==> src/rtl/parity_demux_pkg.sv <==
// Shared mode encodings and lane state type for the parity demultiplexer.
package parity_demux_pkg;

  localparam logic MODE_XOR  = 1'b0;
  localparam logic MODE_XNOR = 1'b1;

  typedef enum logic {
    ST_IDLE  = 1'b0,
    ST_ACCUM = 1'b1
  } lane_state_t;

endpackage

==> src/rtl/parity_demux_lane.sv <==
// One demux lane: folds a frame with XOR, applies the XNOR inversion latched
// on the first beat, and holds the result under a valid/ready handshake.
module parity_demux_lane
  import parity_demux_pkg::*;
#(
  parameter int WIDTH = 8
) (
  input  logic             clk,
  input  logic             rst,
  input  logic             accept,
  input  logic [WIDTH-1:0] in_data,
  input  logic             in_mode,
  input  logic             in_last,
  input  logic             out_ready,
  output logic             out_valid,
  output logic [WIDTH-1:0] out_word,
  output logic             out_par
);

  lane_state_t      state;
  lane_state_t      state_next;
  logic [WIDTH-1:0] acc;
  logic             mode;
  logic [WIDTH-1:0] fold;
  logic             eff_mode;

  always_ff @(posedge clk) begin
    if (rst) state <= ST_IDLE;
    else     state <= state_next;
  end

  always_comb begin
    state_next = state;
    if (accept) state_next = in_last ? ST_IDLE : ST_ACCUM;
  end

  // A single-beat frame must use the mode of that same beat, not the stale latch.
  always_comb begin
    fold     = acc ^ in_data;
    eff_mode = (state == ST_IDLE) ? in_mode : mode;
  end

  always_ff @(posedge clk) begin
    if (rst) begin
      acc       <= '0;
      mode      <= MODE_XOR;
      out_valid <= 1'b0;
      out_word  <= '0;
      out_par   <= 1'b0;
    end else if (accept) begin
      if (state == ST_IDLE) mode <= in_mode;
      if (in_last) begin
        out_word  <= fold ^ {WIDTH{eff_mode}};
        out_par   <= (^fold) ^ eff_mode;
        out_valid <= 1'b1;
        acc       <= '0;
      end else begin
        acc <= fold;
      end
    end else if (out_valid && out_ready) begin
      out_valid <= 1'b0;
    end
  end

endmodule

==> src/rtl/parity_demux.sv <==
// Routes beats to CHANNELS independent parity lanes; flags out-of-range selects.
module parity_demux
  import parity_demux_pkg::*;
#(
  parameter  int WIDTH    = 8,
  parameter  int CHANNELS = 4,
  localparam int SEL_W    = $clog2(CHANNELS)
) (
  input  logic                      clk,
  input  logic                      rst,
  input  logic                      in_valid,
  output logic                      in_ready,
  input  logic [WIDTH-1:0]          in_data,
  input  logic [SEL_W-1:0]          in_sel,
  input  logic                      in_mode,
  input  logic                      in_last,
  output logic [CHANNELS-1:0]       out_valid,
  input  logic [CHANNELS-1:0]       out_ready,
  output logic [CHANNELS*WIDTH-1:0] out_word,
  output logic [CHANNELS-1:0]       out_par,
  output logic                      err_sel
);

  logic sel_ok;
  logic lane_busy;

  // Range check is constant-true for power-of-2 CHANNELS.
  always_comb begin
    sel_ok    = ({1'b0, in_sel} < (SEL_W + 1)'(CHANNELS));
    lane_busy = 1'b0;
    for (int unsigned i = 0; i < CHANNELS; i++) begin
      if (in_sel == SEL_W'(i)) lane_busy = out_valid[i];
    end
    in_ready = sel_ok ? ~lane_busy : 1'b1;
  end

  always_ff @(posedge clk) begin
    if (rst) err_sel <= 1'b0;
    else     err_sel <= in_valid && !sel_ok;
  end

  for (genvar g = 0; g < CHANNELS; g++) begin : g_lane
    parity_demux_lane #(.WIDTH(WIDTH)) u_lane (
      .clk      (clk),
      .rst      (rst),
      .accept   (in_valid && in_ready && sel_ok && (in_sel == SEL_W'(g))),
      .in_data  (in_data),
      .in_mode  (in_mode),
      .in_last  (in_last),
      .out_ready(out_ready[g]),
      .out_valid(out_valid[g]),
      .out_word (out_word[g*WIDTH +: WIDTH]),
      .out_par  (out_par[g])
    );
  end

endmodule

==> config.mk <==
export PLATFORM = sky130hd
export DESIGN_NAME = parity_demux
export DESIGN_NICKNAME = d
export VERILOG_FILES = /design/src/rtl/parity_demux_pkg.sv /design/src/rtl/parity_demux_lane.sv /design/src/rtl/parity_demux.sv
export SDC_FILE = /design/constraint.sdc
export NUM_CORES = 1
export LEC_CHECK = 0
export ABC_CLOCK_PERIOD_IN_PS = 3600
export CAP_MARGIN = 0
export CORE_MARGIN = 1.5
export CORE_UTILIZATION = 58
export CTS_CLUSTER_SIZE = 16
export DETAILED_ROUTE_END_ITERATION = 10
export PLACE_DENSITY = 0.85
export RECOVER_POWER = 50
export SLEW_MARGIN = 0
export SYNTH_ARGS = -nofsm -noshare
export SYNTH_HDL_FRONTEND = slang
export SYNTH_SLANG_ARGS = --single-unit
==> constraint.sdc <==
create_clock -name clk -period 3.6 [get_ports clk]
set_input_delay 0.36 -clock clk [delete_from_list [all_inputs] [get_ports clk]]
set_output_delay 0.36 -clock clk [all_outputs]
set_load 0.005 [all_outputs]
==> results of run 1 <==
==> power by group through the flow <==
| stage | Combinational, W | Clock [W] | Sequential [W] |
|---|---|---|---|
| after floorplan | 0.000273 | 0 | 0.000952 |
| after global placement | 0.000360 | 0 | 0.000953 |
| after detailed placement | 0.000366 | 0 | 0.000955 |
| after CTS | 0.000369 | 0.000672 | 0.000934 |
| after global routing | 0.000398 | 0.000708 | 0.000936 |
| final | 0.000361 | 0.000667 | 0.000933 |
==> metrics by stage <==
stage                     hold WS (ns)  power [W]  utilization [%]  cell area (um^2)
after floorplan                  0.458    0.00123                -              4030
after global placement           0.473    0.00131             67.6              4570
after detailed placement         0.478    0.00132             67.6              4570
after CTS                        0.489    0.00198             70.5              4760
after global routing             0.509    0.00204             70.1              4740
final                            0.493    0.00196             70.1              4740
==> metal layers <==
| metal | track usage [%] | routed length, um | vias to the layer above |
|---|---|---|---|
| li1 | - | - | 1608 |
| met1 | 32.0 | 3880 | 1569 |
| met2 | 40.3 | 4240 | 116 |
| met3 | 4.95 | 486 | 17 |
| met4 | 10.4 | 167 | 0 |
| met5 | 0 | 0 | - |
==> sequential cells by signal (all words and copies together) (netlist names) <==
signal and cells:
g_lane.u_lane.out_word 32, g_lane.u_lane.mode 4, g_lane.u_lane.state 4, g_lane.u_lane.out_par 4, g_lane.u_lane.out_valid 4, g_lane.u_lane.acc 32
==> logic make-up (layout without fill, tap and decap cells) <==
family	Yosys count	count (layout)	share of synthesized area [%]
flip-flops	80	80	39.8
multiplexers	5	5	2.80
XOR/XNOR	98	98	22.6
buffers and inverters	47	88	5.44
AND/OR/NAND/NOR	110	110	12.0
other	1	1	0.0931
AO/OA/AOI/OAI	109	109	17.4
==> worst min path at each step <==
stage,startpoint,end,cells after the start
after global placement,g_lane[2].u_lane.acc[3],g_lane[2].u_lane.acc[3],1
after detailed placement,g_lane[2].u_lane.acc[3],g_lane[2].u_lane.acc[3],1
after floorplan,g_lane[1].u_lane.acc[1],g_lane[1].u_lane.acc[1],1
final,g_lane[1].u_lane.out_word[3],g_lane[1].u_lane.out_word[3],2
after global routing,g_lane[2].u_lane.acc[6],g_lane[2].u_lane.acc[6],1
after CTS,g_lane[2].u_lane.acc[3],g_lane[2].u_lane.acc[3],1
==> worst reg2reg max path: stages, from the launching register on <==
cell,delay (ns)
dfxtp_1,0.35
mux2i_1,1.00
xnor2_1,0.33
xnor2_1,0.21
xnor2_1,0.13
a211oi_1,0.22
==> layout by cell type (no fill, tap or decap), types with 3 or more instances in the layout <==
| cell type | count |
|---|---|
| dfxtp_1 | 80 |
| nor2_1 | 85 |
| buf_4 | 5 |
| inv_1 | 7 |
| nor3_1 | 3 |
| clkbuf_8 | 11 |
| a21oi_1 | 37 |
| dlygate4sd3_1 | 41 |
| clkdlybuf4s50_1 | 17 |
| xor2_1 | 9 |
| a211oi_1 | 59 |
| xnor2_1 | 85 |
| clkbuf_1 | 3 |
| nand2_1 | 3 |
| or3_1 | 12 |
| o21ai_0 | 12 |
==> cell type report <==
type,count,share of cell area (%)
well taps,80,2.11
clock inverters,3,0.845
clock buffers,13,3.36
repair buffers,65,13.2
inverters,7,0.555
flip-flops and latches,80,33.8
multi-input cells,323,46.1
==> flow_metrics.tcl, run 1 <==
set metrics [dict create \
    dp_slack_ns 0.987 \
    crit_fanout 9 \
    tightestPinTransition_ns 1.24 \
    insertedDiodeCount 0 \
    cp_slowest_stage_delay_ns 0.98 \
    synth_cell_types 29 \
    swShare_pct 26.2 \
    port-buffer-count 59 \
    grt_util_all_layers_pct 24.7 \
    die_w_um 86.3 \
    end_kind "register" \
    multi_input_area_mm2 0.00218 \
    start_util_pct 59.6 \
    slew_violations 0 \
    hold_viol_final 0 \
    rows 30 \
    fmax_mhz 392 \
    numCtsBuffers 9 \
    ctsResizeCount 0 \
    async_flop_share_pct 0 \
    p_int_w 0.00145 \
    post_drt_wl_per_cell_um 15.4 \
    die_area_mm2 0.00745 \
    synth-seq-area-share_pct 39.8 \
    dp.cells 555 \
    combPwrFrac_pct 18.4 \
    synthTopCellsByCount "nor2_1, xnor2_1, dfxtp_1" \
    startpoint "in_mode" \
    setup_tns_ns 0 \
    switchingPower_w 0.000513 \
    grt_pass1_wl_um 14600 \
    grt_max_degree 47 \
    layout_setup_ws_ns 1.05 \
    crit_required_ns 3.86 \
    drv_cap 0 \
    clk_latency_ns 0.35 \
    worstPathArrival_ns 2.81 \
    crit_path_frequent_cell "xnor2_1" \
    avgSynthCellArea_um2 8.95 \
    crit_cells 6 \
    die_y_um 86.3 \
    pwr-share-seq_pct 47.6 \
    synth.net_count 469 \
    synth_ff_type "dfxtp_1" \
    cts_hold_buf 0 \
    drt_first_iter_violations 148 \
    slowest_stage "mux2i_1" \
    place_congestion 0.844 \
    route.vias.total 3310 \
    core_area_mm2 0.00676 \
    p_leak_nw 1.67 \
    cts_tree "done" \
    antenna_found_initial 0 \
    place_hpwl_um 6190 \
    slew_headroom_pct 15.2 \
    vdd_drop_max_mv 0.257 \
    worstSetupPathType "in -> reg" \
    status "finished, final reports clean" \
    path_delay_family "multiplexers" \
    yosysTopAreaCell "dfxtp_1" \
    drive_above_1_share_pct 5.50 \
    yosys_warnings 0 \
    clock_path_buffers 2 \
    htreeDepth 3 \
    synth_area_mm2 0.00403 \
    powerDensity_mw_per_mm2 414 \
    crit_chain "clkdlybuf4s50_1 -> mux2i_1 -> xnor2_1 -> xnor2_1 -> xnor2_1 -> a211oi_1" \
    register_area_mm2 0.00160 \
    setup_viol 0 \
    grt-ovfl-total 0 \
    post-route-min-period_ns 2.55 \
    synthTopCellsByArea "dfxtp_1, xnor2_1, a211oi_1" \
    clk_pin_slew_ns 0.07 \
    crit_path_start_kind "input pin" \
    syn_inst 450 \
    ios 61 \
    wirelength_um 8780 \
    synth_top_area_share_pct 39.8 \
    postRouteAntennaNets 0 \
    p_clk_share_pct 34.0 \
    synth_edf_count 0 \
    r2r_end "g_lane[1].u_lane.out_par" \
    synth-seq-cells 80 \
    post_cts_buffers 0 \
    grt_pass1_vias 3102 \
    r2r-start "g_lane[1].u_lane.state" \
    cts.sinks 80 \
    grt_setup_unrepaired "false" \
    path_buf_inv 1 \
    ff2ff_setup_slack_ns 1.27 \
    finalNetCount 505 \
    fillCellCount 515 \
    clockRootBuffer "clkbuf_8" \
    reg2reg_depth 5 \
    fin_skew_ns 0.00961 \
    fin_cells 571 \
    crit_path_end "g_lane[1].u_lane.out_par" \
    drtPass1Iterations 5 \
    hold_path_class "reg -> reg" \
    finalCritPeriodShare_pct 70.8 \
    avgViaCountPerCell 5.80 \
    area_delta_synth_final_pct 17.6 \
    drc_errors 0 \
]
Power figures use the tool's default switching activity.
==> run 2, diff against run 1 <==
Settings changed: ABC_CLOCK_PERIOD_IN_PS 3600 to 2300, CORE_UTILIZATION 58 to 49, PLACE_DENSITY 0.85 to 0.76.
Clock period 3.6 ns to 2.3 ns, I/O delays scaled along.
==> run 2 against run 1 <==
Core utilization is 7.2 points lower. Die area increased by 18%. Non-clock buffer count is 23 higher. Critical endpoint is now in_ready. Largest cell class unchanged.
==> flow_metrics.tcl, run 2 (same netlist as run 1, synthesis figures left out) <==
set metrics [dict create \
    route.vias.total 3319 \
    tightestPinTransition_ns 0.686 \
    clockRootBuffer "clkbuf_8" \
    insertedDiodeCount 0 \
    htreeDepth 3 \
    clock_path_buffers 2 \
    slowest_stage "clkdlybuf4s50_1" \
    antenna_found_initial 0 \
    layout_common_cells "nor2_1, xnor2_1, dfxtp_1" \
    drtPass1Iterations 4 \
    grt-ovfl-total 0 \
    p_leak_nw 1.75 \
    register_area_mm2 0.00160 \
    die_y_um 93.7 \
    grt_util_all_layers_pct 23.3 \
    hold_viol_final 0 \
    cts.sinks 80 \
    powerDensity_mw_per_mm2 601 \
    worstSetupPathType "in -> out" \
    cts_tree "done" \
    drt_first_iter_violations 215 \
    fillCellCount 695 \
    clk_pin_slew_ns 0.08 \
    largestRegisters "g_lane.u_lane.acc (32), g_lane.u_lane.out_word (32)" \
    wirelength_um 9290 \
    die_w_um 93.7 \
    fin_skew_ns 0.00772 \
    cts_hold_buf 0 \
    cp_slowest_stage_delay_ns 0.52 \
    crit_chain "clkdlybuf4s50_1 -> mux4_2 -> inv_1 -> clkdlybuf4s50_1" \
    die_area_mm2 0.00877 \
    post_cts_buffers 0 \
    crit_path_start_kind "input pin" \
    numCtsBuffers 9 \
    ios 61 \
    grt_max_degree 81 \
    place_congestion 0.899 \
    finalNetCount 528 \
    rows 32 \
    port-buffer-count 59 \
    clk_latency_ns 0.34 \
    place_hpwl_um 6830 \
    postRouteAntennaNets 0 \
    finalCritPeriodShare_pct 88.3 \
    multi_input_area_mm2 0.00221 \
    grt_setup_unrepaired "false" \
    slew_headroom_pct 54.3 \
    crit_required_ns 2.07 \
    final_util_pct 62.9 \
    core_area_mm2 0.00785 \
    status "finished, final reports clean" \
    slew_violations 0 \
    grt_pass1_vias 3303 \
    start_util_pct 51.3 \
    drive_above_1_share_pct 9.14 \
    end_kind "output pin" \
    vdd_drop_max_mv 0.353 \
    setup_viol 0 \
    setup_tns_ns 0 \
    post_drt_wl_per_cell_um 15.1 \
    post-route-min-period_ns 2.03 \
    total_power_w 0.00297 \
    grt_pass1_wl_um 16100 \
    worstPathArrival_ns 1.80 \
    avgViaCountPerCell 5.39 \
    ctsResizeCount 0 \
    fmax_mhz 493 \
    drv_cap 0 \
    hold_path_class "in -> reg" \
    drc_errors 0 \
    area_delta_synth_final_pct 22.6 \
    crit_path_frequent_cell "clkdlybuf4s50_1" \
    crit_fanout 3 \
]
-- run 2: cell count changes in the layout (fill, tap and decap cells not counted), sizes merged --
cell      delta
clkinvlp     +3
buf         +18
clkinv       -1
bufinv       -1
clkbuf       +4
-- run 2: path summary, 6_finish.rpt --
| kind | startpoint | cells past startpoint | to | slack [ns] |
|---|---|---|---|---|
| worst min register to register | g_lane[2].u_lane.acc[1] | 1 | g_lane[2].u_lane.acc[1] | 0.49 |
| worst max register to register | g_lane[0].u_lane.out_valid | 4 | g_lane[0].u_lane.acc[6] | 0.32 |
| worst max-delay path | in_sel[1] | 4 | in_ready | 0.27 |
| worst min-delay path | rst | 3 | g_lane[1].u_lane.out_word[3] | 0.39 |
-- run 2: through the flow --
step | instances | worst slack [ns] | hold slack [ns] | area (um^2)
3_3_place_gp | 600 | 0.102 | 0.473 | 4790
2_1_floorplan | 450 | 0.466 | 0.413 | 4030
4_1_cts | 616 | 0.255 | 0.372 | 4960
3_5_place_dp | 600 | 0.0236 | 0.481 | 4790
6_report | 616 | 0.270 | 0.394 | 4940
5_1_grt | 616 | 0.135 | 0.401 | 4940
-- run 2: critical path: cells and delay by family --
family / cells / cell delay [ns]
mux: 1 / 0.50
buf+inv: 3 / 1.07
-- run 2: where the power goes --
part	switching (W)	internal, W
registers	0.0000334	0.00143
clock network	0.000499	0.000395
logic	0.000298	0.000313
total	0.000831	0.00213
-- run 2: metal layers --
metal | track usage (%) | share of wire [%]
met3 | 3.16 | 4.8
met4 | 8.83 | 2.2
met1 | 31.4 | 45
met5 | 0 | 0
met2 | 38.0 | 48
-- run 2: final cells by class --
| cell class | instances | area share, % |
|---|---|---|
| multi-input cells | 323 | 44.7 |
| flip-flops and latches | 80 | 32.4 |
| repair buffers | 88 | 16.3 |
| clock buffers | 12 | 2.74 |
| well taps | 102 | 2.59 |
| clock inverters | 4 | 0.634 |
| inverters | 7 | 0.532 |
==> run 3, diff against run 2 <==
Settings changed: CORE_UTILIZATION 49 to 57, DONT_BUFFER_PORTS set to 1, PLACE_DENSITY 0.76 to 0.75.
==> run 3 against run 2 <==
Clock skew is 0.0040 ns higher. Sequential power hardly changed. First-iteration DRC count is 47% higher. Via count is 7.8% lower. Critical endpoint is now g_lane[0].u_lane.out_word[0]. Worst setup slack worse by 0.038 ns. Clock-buffer cell count is 1 lower. Flip-flop and latch count stayed put. Non-clock buffer count is 78 lower. Design area is 14% lower. Die area is 14% lower. Combinational power is 22% lower. Hold slack worse by 0.31 ns.
==> flow_metrics.tcl, run 3 (same netlist as run 1, synthesis figures left out) <==
set metrics [dict create \
    die_y_um 87.1 \
    grt-ovfl-total 0 \
    crit_path_start_kind "register" \
    design_area_mm2 0.00424 \
    clk_pin_slew_ns 0.08 \
    wirelength_um 8690 \
    vdd_drop_max_mv 0.404 \
    fmax_mhz 484 \
    drtPass1Iterations 5 \
    crit_required_ns 2.55 \
    r2r-start "g_lane[0].u_lane.out_valid" \
    die_area_mm2 0.00758 \
    area_delta_synth_final_pct 5.25 \
    largestRegisters "g_lane.u_lane.acc (32), g_lane.u_lane.out_word (32)" \
    finalCritPeriodShare_pct 89.9 \
    postRouteAntennaNets 0 \
    tightestPinTransition_ns 0.564 \
    crit_path_end "g_lane[0].u_lane.out_word[0]" \
    worstPathArrival_ns 2.32 \
    startpoint "g_lane[0].u_lane.out_valid" \
    ios 61 \
    reg2reg_depth 5 \
    grt_util_all_layers_pct 24.7 \
    hold_path_class "in -> reg" \
    start_util_pct 59.0 \
    end_kind "register" \
    slew_headroom_pct 62.2 \
    grt_setup_unrepaired "false" \
    drc_errors 0 \
    post_drt_wl_per_cell_um 16.4 \
    place_congestion 0.855 \
    place_hpwl_um 6090 \
    antenna_found_initial 0 \
    core_area_mm2 0.00683 \
    p_leak_nw 1.36 \
    layout_common_cells "nor2_1, xnor2_1, dfxtp_1" \
    clk_latency_ns 0.34 \
    die_w_um 87.1 \
    route.vias.total 3061 \
    setup_tns_ns 0 \
    insertedDiodeCount 0 \
    ff2ff_setup_slack_ns 0.23 \
    grt_pass1_vias 2968 \
    hold_viol_final 0 \
    clockRootBuffer "clkbuf_8" \
    drt_first_iter_violations 317 \
    worstSetupPathType "reg -> reg" \
    grt_max_degree 81 \
    placed_area_mm2 0.00402 \
    numCtsBuffers 9 \
    htreeDepth 3 \
    powerDensity_mw_per_mm2 714 \
    fin_skew_ns 0.0117 \
    rows 30 \
    avgViaCountPerCell 5.76 \
    r2r_end "g_lane[0].u_lane.out_word[0]" \
    grt_pass1_wl_um 14500 \
    status "finished, final reports clean" \
    post-route-min-period_ns 2.07 \
    finalNetCount 450 \
    drive_above_1_share_pct 6.90 \
    slew_violations 0 \
    clock_path_buffers 2 \
    port-buffer-count 0 \
    crit_fanout 19 \
    setup_viol 0 \
    cts_tree "done" \
    cts.sinks 80 \
    drv_cap 0 \
]
## run 3: changes by cell type in the layout (fill, tap and decap cells not counted), moves of 3 or more
cell,previous run,this run
dlygate4sd3_1,41,0
clkinvlp_4,3,0
clkdlybuf4s50_1,17,0
buf_4,21,5
clkbuf_1,8,4
## run 3: through the flow
stage | total power, W | hold slack (ns) | instances | util (%) | setup WS (ns)
after CTS | 0.00305 | 0.0706 | 531 | 62.2 | 0.217
after global routing | 0.00316 | 0.0905 | 531 | 62.1 | 0.0516
after global placement | 0.00194 | 0.300 | 515 | 58.9 | 0.349
final | 0.00303 | 0.0804 | 531 | 62.1 | 0.232
after floorplan | 0.00192 | 0.413 | 450 | - | 0.466
after detailed placement | 0.00195 | 0.305 | 515 | 58.9 | 0.215
## run 3: how the worst min path moves through the flow
stage / to / slack (ns) / start / cells past startpoint
after floorplan: g_lane[0].u_lane.out_valid / 0.41 / out_ready[0] / 3
after global placement: g_lane[0].u_lane.out_par / 0.30 / rst / 1
after detailed placement: g_lane[0].u_lane.out_par / 0.30 / rst / 1
after CTS: g_lane[3].u_lane.out_valid / 0.07 / out_ready[3] / 3
after global routing: g_lane[0].u_lane.acc[1] / 0.09 / in_data[1] / 2
final: g_lane[3].u_lane.out_valid / 0.08 / out_ready[3] / 3
## run 3: where the power goes
group	leakage (nW)	internal (W)	total (W)	switching (W)
clock	0.103	0.000603	0.00108	0.000476
sequential	0.649	0.00143	0.00147	0.0000398
combinational	0.605	0.000240	0.000479	0.000240
## run 3: timing repair
| action | CTS | global route |
|---|---|---|
| hold buffers | 1 | 0 |
| buffers inserted | 0 | 0 |
| hold endpoints to repair | 80 | 0 |
| resized for setup | 0 | 0 |
## run 3: area by class of cell
| class | count | area (um^2) |
|---|---|---|
| Sequential cell | 80 | 1600 |
| Multi-Input combinational cell | 323 | 2210 |
| Timing Repair Buffer | 10 | 82.6 |
| Tap cell | 96 | 120 |
| Fill cell | 598 | 2590 |
| Clock inverter | 4 | 70.1 |
| Clock buffer | 11 | 131 |
| Inverter | 7 | 26.3 |
## run 3: worst max-delay path: stages (launching register included)
cell	delay [ns]
dfxtp_1	0.37
or4b_2	0.87
nor2_1	0.20
buf_4	0.25
nor2_1	0.06
a211oi_1	0.23
## run 3: routing by layer
layer	wire, um	share of wire (%)	global-route usage [%]
met4	296	3.4	11.9
met1	3720	43	31.8
met2	4110	47	39.5
met5	0	0	0
met3	557	6.4	5.21
